[config.mk]
export PLATFORM = sky130hd
export DESIGN_NAME = wb_arbiter
export DESIGN_NICKNAME = d
export VERILOG_FILES = /design/src/rtl/wb_pkg.sv /design/src/rtl/wb_rr2.sv /design/src/rtl/wb_arbiter.sv
export SDC_FILE = /design/constraint.sdc
export NUM_CORES = 1
export LEC_CHECK = 0
export CORE_MARGIN = 4
export CORE_UTILIZATION = 40
export CTS_BUF_LIST = sky130_fd_sc_hd__clkbuf_4 sky130_fd_sc_hd__clkbuf_8 sky130_fd_sc_hd__clkbuf_16
export DETAILED_ROUTE_END_ITERATION = 8
export PLACE_DENSITY = 0.92
export SYNTH_ARGS = -nofsm -noshare
export SYNTH_HDL_FRONTEND = slang
export SYNTH_SLANG_ARGS = --single-unit
[constraint.sdc]
create_clock -name clk -period 3.21 [get_ports clk]
set_input_delay 0.642 -clock clk [delete_from_list [all_inputs] [get_ports clk]]
set_output_delay 0.642 -clock clk [all_outputs]
set_load 0.05 [all_outputs]
[src/rtl/wb_pkg.sv]
// Shared writeback definitions: mux select codes, source enum and select legality helper.
package wb_pkg;

    localparam int unsigned SEL_W = 3;

    localparam logic [SEL_W-1:0] WB_ALU = 3'b000;
    localparam logic [SEL_W-1:0] WB_IMM = 3'b001;
    localparam logic [SEL_W-1:0] WB_MEM = 3'b010;
    localparam logic [SEL_W-1:0] WB_IO  = 3'b011;
    localparam logic [SEL_W-1:0] WB_PC  = 3'b100;
    localparam logic [SEL_W-1:0] WB_SP  = 3'b101;

    typedef enum logic [1:0] {
        SRC_NONE,
        SRC_EX,
        SRC_MEM,
        SRC_IO
    } wb_src_t;

    // Exec may only steer the mux to its own single-cycle sources.
    function automatic logic ex_sel_legal(input logic [SEL_W-1:0] sel);
        return (sel == WB_ALU) || (sel == WB_IMM) || (sel == WB_PC) || (sel == WB_SP);
    endfunction

endpackage

[src/rtl/wb_rr2.sv]
// Two-way round-robin picker between the slow sources; owns the rr_mem_first flop.
module wb_rr2
    import wb_pkg::*;
(
    input  logic clk,
    input  logic rst,
    input  logic a_valid,
    input  logic b_valid,
    input  logic a_won,
    input  logic b_won,
    output logic a_pick,
    output logic b_pick
);

    logic rr_mem_first;

    // Turn only passes on an actual slow-source grant; forced exec grants leave it alone.
    always_ff @(posedge clk) begin
        if (rst) begin
            rr_mem_first <= 1'b1;
        end else if (a_won) begin
            rr_mem_first <= 1'b0;
        end else if (b_won) begin
            rr_mem_first <= 1'b1;
        end
    end

    always_comb begin
        a_pick = 1'b0;
        b_pick = 1'b0;
        if (a_valid && b_valid) begin
            a_pick = rr_mem_first;
            b_pick = !rr_mem_first;
        end else begin
            a_pick = a_valid;
            b_pick = b_valid;
        end
    end

endmodule

[src/rtl/wb_arbiter.sv]
// Register-file write-port arbiter: slow sources round-robin first, exec protected by a starvation counter.
module wb_arbiter
    import wb_pkg::*;
#(
    parameter int unsigned REG_AW     = 3,
    parameter int unsigned STARVE_MAX = 4
) (
    input  logic              clk,
    input  logic              rst,
    input  logic              ex_valid,
    input  logic [SEL_W-1:0]  ex_sel,
    input  logic [REG_AW-1:0] ex_rd,
    output logic              ex_ready,
    input  logic              mem_valid,
    input  logic [REG_AW-1:0] mem_rd,
    output logic              mem_ready,
    input  logic              io_valid,
    input  logic [REG_AW-1:0] io_rd,
    output logic              io_ready,
    output logic [SEL_W-1:0]  wb_sel,
    output logic [REG_AW-1:0] wb_rd,
    output logic              wb_we,
    output logic              sel_err
);

    localparam int unsigned CNT_W = 4;
    localparam logic [CNT_W-1:0] STARVE_LIM = CNT_W'(STARVE_MAX);

    logic [CNT_W-1:0] starve_cnt;
    logic             force_ex;
    logic             mem_pick;
    logic             io_pick;
    wb_src_t          src;

    assign force_ex = ex_valid && (starve_cnt == STARVE_LIM);

    wb_rr2 u_rr (
        .clk     (clk),
        .rst     (rst),
        .a_valid (mem_valid),
        .b_valid (io_valid),
        .a_won   (src == SRC_MEM),
        .b_won   (src == SRC_IO),
        .a_pick  (mem_pick),
        .b_pick  (io_pick)
    );

    always_comb begin
        src = SRC_NONE;
        if (!rst) begin
            if (force_ex) begin
                src = SRC_EX;
            end else if (mem_pick) begin
                src = SRC_MEM;
            end else if (io_pick) begin
                src = SRC_IO;
            end else if (ex_valid) begin
                src = SRC_EX;
            end
        end
    end

    always_comb begin
        ex_ready  = 1'b0;
        mem_ready = 1'b0;
        io_ready  = 1'b0;
        wb_we     = 1'b0;
        wb_sel    = WB_ALU;
        wb_rd     = '0;
        sel_err   = 1'b0;
        unique case (src)
            SRC_EX: begin
                ex_ready = 1'b1;
                wb_we    = 1'b1;
                wb_rd    = ex_rd;
                // Illegal codes still write, but through the ALU path, and flag the error.
                if (ex_sel_legal(ex_sel)) begin
                    wb_sel = ex_sel;
                end else begin
                    sel_err = 1'b1;
                end
            end
            SRC_MEM: begin
                mem_ready = 1'b1;
                wb_we     = 1'b1;
                wb_sel    = WB_MEM;
                wb_rd     = mem_rd;
            end
            SRC_IO: begin
                io_ready = 1'b1;
                wb_we    = 1'b1;
                wb_sel   = WB_IO;
                wb_rd    = io_rd;
            end
            default: ;
        endcase
    end

    always_ff @(posedge clk) begin
        if (rst) begin
            starve_cnt <= '0;
        end else if (!ex_valid || (src == SRC_EX)) begin
            starve_cnt <= '0;
        end else if (starve_cnt != STARVE_LIM) begin
            starve_cnt <= starve_cnt + CNT_W'(1);
        end
    end

endmodule
==> impl_metrics.json, run 1 <==
{
  "status": "complete, no violations",
  "skew_ns": 0.007112,
  "synth_edf_count": 0,
  "synth_commonest_cells": "nand2_1, dfxtp_1, inv_1, nor3_1",
  "fin_tns_setup_ns": 0,
  "dieArea_sq_mm": 0.001958,
  "drt_iter0_drc": 38,
  "cts_hold_buf": 0,
  "worst-path-buf-inv": 2,
  "power_density_mw_per_mm2": 301.8,
  "yosys_register_bits": 5,
  "track_usage": 0.1851,
  "grt_pass1_wl_mm": 2.622,
  "total_power_mw": 0.2760,
  "worst_hold_path_type": "flip-flop to flip-flop",
  "p_leak_nw": 0.3745,
  "netlist.area_leader.share": 0.1905,
  "place_area_sq_um": 884.6,
  "cp_top_family": "compound AO/OA/AOI/OAI gates",
  "synth_ff_type": "dfxtp_1",
  "routed_via_density": 5.721,
  "drive_gt1_frac": 0.2667,
  "finalHoldViolCount": 0,
  "fp.coreArea_sq_mm": 0.001171,
  "area_growth_pct": 74.05,
  "root_buffer": "clkbuf_4",
  "post_cts_buffers": 0,
  "synthesis.nets": 81,
  "cts-htree-levels": 1,
  "drtAntennaViolNets": 0,
  "avgSynthCellArea_sq_um": 8.476,
  "fmax_mhz": 324.8,
  "dr.pass1.iters": 4,
  "tightest_slew_ns": 0.5205,
  "yosysMostFrequentCell": "nand2_1",
  "fin_nets": 110,
  "synth_area_leaders": "dfxtp_1, ha_1, buf_6",
  "post-route-period-util": 0.9592,
  "setup_violations": 0,
  "drc": 0,
  "place_congestion": 0.8214,
  "ys_types": 36,
  "antenna_found_initial": 0,
  "finalMaxSlewViolations": 0,
  "synth.cell_area_sq_um": 525.5,
  "rsz0062_at_grt": "false",
  "worstPathCellList": "clkdlybuf4s50_1, a21boi_4, a32oi_1, o32ai_1, buf_12",
  "min_period_ns": 3.079,
  "max_stage_delay_ns": 0.66,
  "clkTransAtPathRegs_ns": 0.04,
  "ys_seq_area_frac": 0.1905,
  "grt_pass1_vias": 550,
  "wirelength_mm": 1.618,
  "synth_area_leader_cell": "dfxtp_1",
  "fin_util": 0.7810,
  "ctsLongestPathBuffers": 2,
  "floorplan.rows": 12,
  "slowest_stage": "clkdlybuf4s50_1",
  "cp_data_required_time_ns": 2.57,
  "initial_core_util": 0.4487,
  "netlist_instances": 62,
  "cts_buffers": 3,
  "diodes": 0,
  "dp_hpwl_mm": 1.348,
  "portBuffers": 27,
  "synth_warnings": 0,
  "peakVddDrop_mv": 0.2332,
  "cts_resized": 0,
  "critical_path.endpoint_type": "output port",
  "clock_latency_ns": 0.26,
  "cts_tree": "yes",
  "die_h_microns": 44.25,
  "grt_max_degree": 10,
  "async_flop_share": 0,
  "crit_type": "primary input to output port",
  "ios": 28,
  "clkSinkCount": 5,
  "grt_overflow_total": 0,
  "wl_per_cell_microns": 15.56,
  "start_kind": "primary input",
  "cp_max_fo": 9,
  "die-width_microns": 44.25,
  "slew_headroom": 0.6519,
  "maxCapViolations": 0,
  "num_vias": 595,
  "arrival_ns": 2.44,
  "design_area_sq_um": 914.6
}
## final cells by class
type | count | area [sq um]
Tap cell | 14 | 17.52
Multi-Input combinational cell | 49 | 380.4
Timing Repair Buffer | 27 | 367.9
Fill cell | 86 | 256.5
Clock buffer | 4 | 30.03
Sequential cell | 5 | 100.1
Inverter | 5 | 18.77
## metal layers
metal,wire length (microns),global-route usage,vias up
met1,661,0.2246,278
li1,-,-,288
met3,142,0.06504,2
met5,0,0,-
met4,17,0.05422,0
met2,797,0.3052,27
## final timing paths
check / startpoint / end / slack [ns] / cells past startpoint
max: mem_valid / wb_rd[2] / 0.13 / 5
min: starve_cnt[0] / starve_cnt[0] / 0.55 / 2
max reg2reg: starve_cnt[0] / u_rr.rr_mem_first / 1.74 / 5
min reg2reg: starve_cnt[0] / starve_cnt[0] / 0.55 / 2
## where the power goes
group | total [mW] | switching, mW | internal [mW] | leakage (nW)
registers | 0.0665 | 0.00211 | 0.0644 | 0.0408
clock network | 0.0866 | 0.0309 | 0.0557 | 0.0184
logic | 0.123 | 0.0627 | 0.0602 | 0.315
total | 0.276 | 0.0957 | 0.180 | 0.375
## placed cells by master, fill, tap and decap left out, types with 3 or more instances in the layout
master           count
inv_1                4
nor2_1               3
nand2b_1             3
clkdlybuf4s50_1     16
buf_12              10
dfxtp_1              5
clkbuf_4             4
nor3_1               4
nand2_1              6
## worst register-to-register path, cell delays in order (launching register included)
cell and delay [ns]:
dfxtp_1 0.31, inv_1 0.07, ha_1 0.23, and4b_1 0.45, o21ai_1 0.13, a21o_1 0.16
## sequential cells by signal, summed over array words and instances, names as in the netlist
name	flops
u_rr.rr_mem_first	1
starve_cnt	4
## cells by family (layout without fill, tap and decap cells)
kind of cell	Yosys count	count (layout)	synth area share
AND/OR/NAND/NOR	32	32	0.4167
AO/OA/AOI/OAI	14	14	0.2405
multiplexers	1	1	0.01905
adder cells (fa/ha/maj)	2	2	0.04761
buffers and inverters	8	36	0.08569
flip-flops	5	5	0.1905
## stage by stage
stage               instances  hold WS (ns)  setup slack (ns)
global route              104        0.5854            0.1103
detailed placement        100        0.5395            0.1738
global placement          100        0.5334            0.2230
CTS                       104        0.5530            0.1637
floorplan                  62        0.5059            0.3032
finish                    104        0.5475            0.1309
(Power assumes the default switching activity.)
==> run 2: changes to the inputs <==
ABC_CLOCK_PERIOD_IN_PS = 3210   (was not set)
REMOVE_ABC_BUFFERS = 1   (was not set)
==> run 2 against run 1 <==
  * Maximum frequency increased by 1.3%
  * Sequential cell count unchanged
  * Utilization unchanged
  * Die area unchanged
  * Via count increased by 0.84%
  * Sequential share of layout area unchanged
  * Total power decreased by 0.78%
  * Final area unchanged
  * Largest cell class unchanged
  * Register-to-register slack got worse by 0.02 ns
  * Clock skew increased by 0.0022 ns
  * Final cell count unchanged
  * Critical path depth unchanged
==> impl_metrics.json, run 2 (synthesis results as in run 1) <==
{
  "finalMaxSlewViolations": 0,
  "dieArea_sq_mm": 0.001958,
  "fin_tns_setup_ns": 0,
  "fp.coreArea_sq_mm": 0.001171,
  "ios": 28,
  "die_h_microns": 44.25,
  "initial_core_util": 0.4487,
  "portBuffers": 27,
  "post-route-period-util": 0.9470,
  "die-width_microns": 44.25,
  "cts_hold_buf": 0,
  "area_growth_pct": 74.05,
  "status": "complete, no violations",
  "grt_max_degree": 10,
  "floorplan.rows": 12,
  "p_leak_nw": 0.3745,
  "grt_overflow_total": 0,
  "crit_type": "primary input to output port",
  "track_usage": 0.1784,
  "cts-htree-levels": 1,
  "grt_pass1_vias": 580,
  "wl_per_cell_microns": 15.86,
  "cp_data_required_time_ns": 2.57,
  "drtAntennaViolNets": 0,
  "top_regs": "starve_cnt (4), u_rr.rr_mem_first (1)",
  "post_cts_buffers": 0,
  "wirelength_mm": 1.649,
  "grt_pass1_wl_mm": 2.566,
  "drive_gt1_frac": 0.2667,
  "cts_resized": 0,
  "regMostFlops": "starve_cnt",
  "dr.pass1.iters": 4,
  "diodes": 0,
  "routed_via_density": 5.769,
  "finalHoldViolCount": 0,
  "place_congestion": 0.8238,
  "slew_headroom": 0.6491,
  "root_buffer": "clkbuf_4",
  "arrival_ns": 2.40,
  "maxCapViolations": 0,
  "cts_buffers": 3,
  "fin_util": 0.7810,
  "cts_tree": "yes",
  "largest_reg_flops": 4,
  "clkTransAtPathRegs_ns": 0.04,
  "fmax_mhz": 329.0,
  "cp_max_fo": 9,
  "start_kind": "primary input",
  "clkSinkCount": 5,
  "tightest_slew_ns": 0.5247,
  "total_power_mw": 0.2739,
  "skew_ns": 0.009311,
  "critical_path.endpoint_type": "output port",
  "min_period_ns": 3.040,
  "drt_iter0_drc": 16,
  "clock_latency_ns": 0.25,
  "power_density_mw_per_mm2": 299.4,
  "worst_hold_path_type": "flip-flop to flip-flop",
  "fin_nets": 110,
  "num_vias": 600,
  "antenna_found_initial": 0,
  "dp_hpwl_mm": 1.326,
  "ctsLongestPathBuffers": 2,
  "peakVddDrop_mv": 0.2529,
  "drc": 0,
  "setup_violations": 0,
  "layout_common_cells": "clkdlybuf4s50_1, buf_12, nand2_1",
  "rsz0062_at_grt": "false",
  "mostFrequentLayoutCell": "clkdlybuf4s50_1"
}
[run 2: final timing paths]
path	slack (ns)	end	cells after the start	from
max	0.17	wb_rd[0]	5	mem_valid
min	0.56	u_rr.rr_mem_first	1	u_rr.rr_mem_first
max reg2reg	1.72	u_rr.rr_mem_first	5	starve_cnt[0]
min reg2reg	0.56	u_rr.rr_mem_first	1	u_rr.rr_mem_first
[run 2: critical path: stages]
cell	delay (ns)
clkdlybuf4s50_1	0.80
nor2b_4	0.09
a221o_1	0.37
o32ai_2	0.30
buf_12	0.18
[run 2: area by class of cell]
class	count	area [sq um]
multi-input combinational	49	380.4
timing repair buffer	27	367.9
fill	75	256.5
sequential	5	100.1
clock buffer	4	30.03
inverter	5	18.77
tap	14	17.52
[run 2: power breakdown]
part / leakage, nW / switching, mW / internal, mW
Clock: 0.0184 / 0.0287 / 0.0556
Combinational: 0.315 / 0.0629 / 0.0602
Sequential: 0.0408 / 0.00221 / 0.0643
Total: 0.375 / 0.0938 / 0.180
[run 2: per-stage QoR]
step | instances | hold slack, ns | setup slack [ns] | area, sq um
after floorplan | 59 | 0.5059 | 0.3794 | 499.2
after global placement | 100 | 0.5331 | 0.2573 | 884.6
after detailed placement | 100 | 0.5479 | 0.1993 | 884.6
after CTS | 104 | 0.5547 | 0.1906 | 914.6
after global routing | 104 | 0.5815 | 0.09786 | 914.6
final | 104 | 0.5566 | 0.1701 | 914.6
[run 2: per-layer routing]
| metal | GRT usage | wire [microns] | vias up |
|---|---|---|---|
| met2 | 0.3081 | 827 | 37 |
| met4 | 0.09036 | 21 | 0 |
| met1 | 0.1932 | 666 | 275 |
| li1 | - | - | 284 |
| met5 | 0 | 0 | - |
| met3 | 0.05691 | 133 | 4 |
==> run 3: changes to the inputs <==
CORE_MARGIN = 2   (was 4)
==> run 3 against run 2 <==
  * Register-to-register slack better by 0.04 ns
  * Clock skew down 0.0077 ns
  * Worst setup slack improved by 0.025 ns
  * Sequential power about the same
  * Count of clock-buffer cells in the layout is the same
  * Critical path depth unchanged
  * Via count rose by 0.33%
  * Final cell count grew 0.96%
  * Utilization down 5.9 points
  * Worst hold slack worse by 0.0047 ns
  * Die area is 17% lower
  * Highest routed layer unchanged
==> impl_metrics.json, run 3 (synthesis results as in run 1) <==
{
  "status": "complete, no violations",
  "worstPathCellList": "clkdlybuf4s50_1, nor2b_4, a221o_1, o32ai_2, buf_12",
  "p_leak_nw": 0.3745,
  "largest_reg_flops": 4,
  "fin_tns_setup_ns": 0,
  "fmax_mhz": 331.6,
  "multi_input_area_sq_um": 380.4,
  "wl_per_cell_microns": 14.91,
  "post_cts_buffers": 0,
  "antenna_found_initial": 0,
  "rsz0062_at_grt": "false",
  "grt_pass1_vias": 563,
  "area_growth_pct": 74.29,
  "grt_overflow_total": 0,
  "routed_via_density": 5.733,
  "cp_data_required_time_ns": 2.57,
  "setup_violations": 0,
  "seqCellArea_sq_um": 100.1,
  "grt_pass1_wl_mm": 2.339,
  "finalMaxSlewViolations": 0,
  "cts-htree-levels": 1,
  "clkSinkCount": 5,
  "finalHoldViolCount": 0,
  "min_period_ns": 3.015,
  "dieArea_sq_mm": 0.001620,
  "root_buffer": "clkbuf_4",
  "drt_iter0_drc": 7,
  "initial_core_util": 0.4142,
  "tightest_slew_ns": 0.5042,
  "arrival_ns": 2.37,
  "worst-path-buf-inv": 2,
  "cp_max_fo": 9,
  "cts_buffers": 3,
  "floorplan.rows": 13,
  "slowest_stage": "clkdlybuf4s50_1",
  "cts_resized": 0,
  "post-route-period-util": 0.9393,
  "mostFrequentLayoutCell": "clkdlybuf4s50_1",
  "fp.coreArea_sq_mm": 0.001269,
  "maxCapViolations": 0,
  "critical_path.endpoint_type": "output port",
  "drive_gt1_frac": 0.2667,
  "track_usage": 0.2188,
  "max_stage_delay_ns": 0.78,
  "wirelength_mm": 1.566,
  "drtAntennaViolNets": 0,
  "cts_hold_buf": 0,
  "die_h_microns": 40.25,
  "fin_nets": 110,
  "regMostFlops": "starve_cnt",
  "grt_max_degree": 10,
  "skew_ns": 0.001640,
  "clock_latency_ns": 0.25,
  "clkTransAtPathRegs_ns": 0.04,
  "portBuffers": 27,
  "dr.pass1.iters": 4,
  "layout_common_cells": "clkdlybuf4s50_1, buf_12, nand2_1",
  "top_regs": "starve_cnt (4), u_rr.rr_mem_first (1)",
  "n_fill_cell": 110,
  "cts_tree": "yes",
  "die-width_microns": 40.25,
  "ctsLongestPathBuffers": 2,
  "power_density_mw_per_mm2": 297.3,
  "worst_hold_path_type": "flip-flop to flip-flop",
  "place_congestion": 0.7153,
  "slew_headroom": 0.6628,
  "peakVddDrop_mv": 0.2194,
  "final_cells": 105,
  "ios": 28,
  "dp.cells": 101,
  "drc": 0,
  "diodes": 0,
  "dp_hpwl_mm": 1.254,
  "start_kind": "primary input",
  "crit_type": "primary input to output port",
  "num_vias": 602,
  "cp_top_family": "buffers and inverters"
}
[run 3: power by group]
| part | switching (mW) | leakage [nW] | total (mW) | internal (mW) |
|---|---|---|---|---|
| combinational | 0.0623 | 0.315 | 0.123 | 0.0602 |
| sequential | 0.00212 | 0.0408 | 0.0666 | 0.0644 |
| clock | 0.0276 | 0.0184 | 0.0832 | 0.0555 |
[run 3: metrics by stage]
stage / power [mW] / hold slack (ns) / cell area (sq um) / worst slack [ns] / utilization
floorplan: 0.1254 / 0.5059 / 499.2 / 0.3794 / -
global placement: 0.1875 / 0.5213 / 885.9 / 0.2561 / 0.6982
detailed placement: 0.1899 / 0.5424 / 885.9 / 0.1884 / 0.6982
CTS: 0.2753 / 0.5541 / 915.9 / 0.1826 / 0.7219
global route: 0.2852 / 0.5763 / 915.9 / 0.09240 / 0.7219
finish: 0.2723 / 0.5519 / 915.9 / 0.1948 / 0.7219
[run 3: final cells by class]
cell class                 count  area share
multi-input combinational     49      0.4153
timing repair buffer          27      0.4016
sequential                     5      0.1093
clock buffer                   4     0.03279
inverter                       5     0.02049
tap                           15     0.02049
[run 3: worst paths after layout]
check | start | to | slack (ns) | cells past startpoint
max | mem_valid | wb_rd[0] | 0.19 | 5
min | u_rr.rr_mem_first | u_rr.rr_mem_first | 0.55 | 1
max reg2reg | starve_cnt[0] | u_rr.rr_mem_first | 1.76 | 5
min reg2reg | u_rr.rr_mem_first | u_rr.rr_mem_first | 0.55 | 1
[run 3: routing by layer]
layer	vias to the layer above	track usage	share of wire
met2	29	0.4113	0.53
met4	0	0.1000	0.0089
met3	3	0.06111	0.091
met5	-	0	0
li1	285	-	-
met1	285	0.2193	0.37
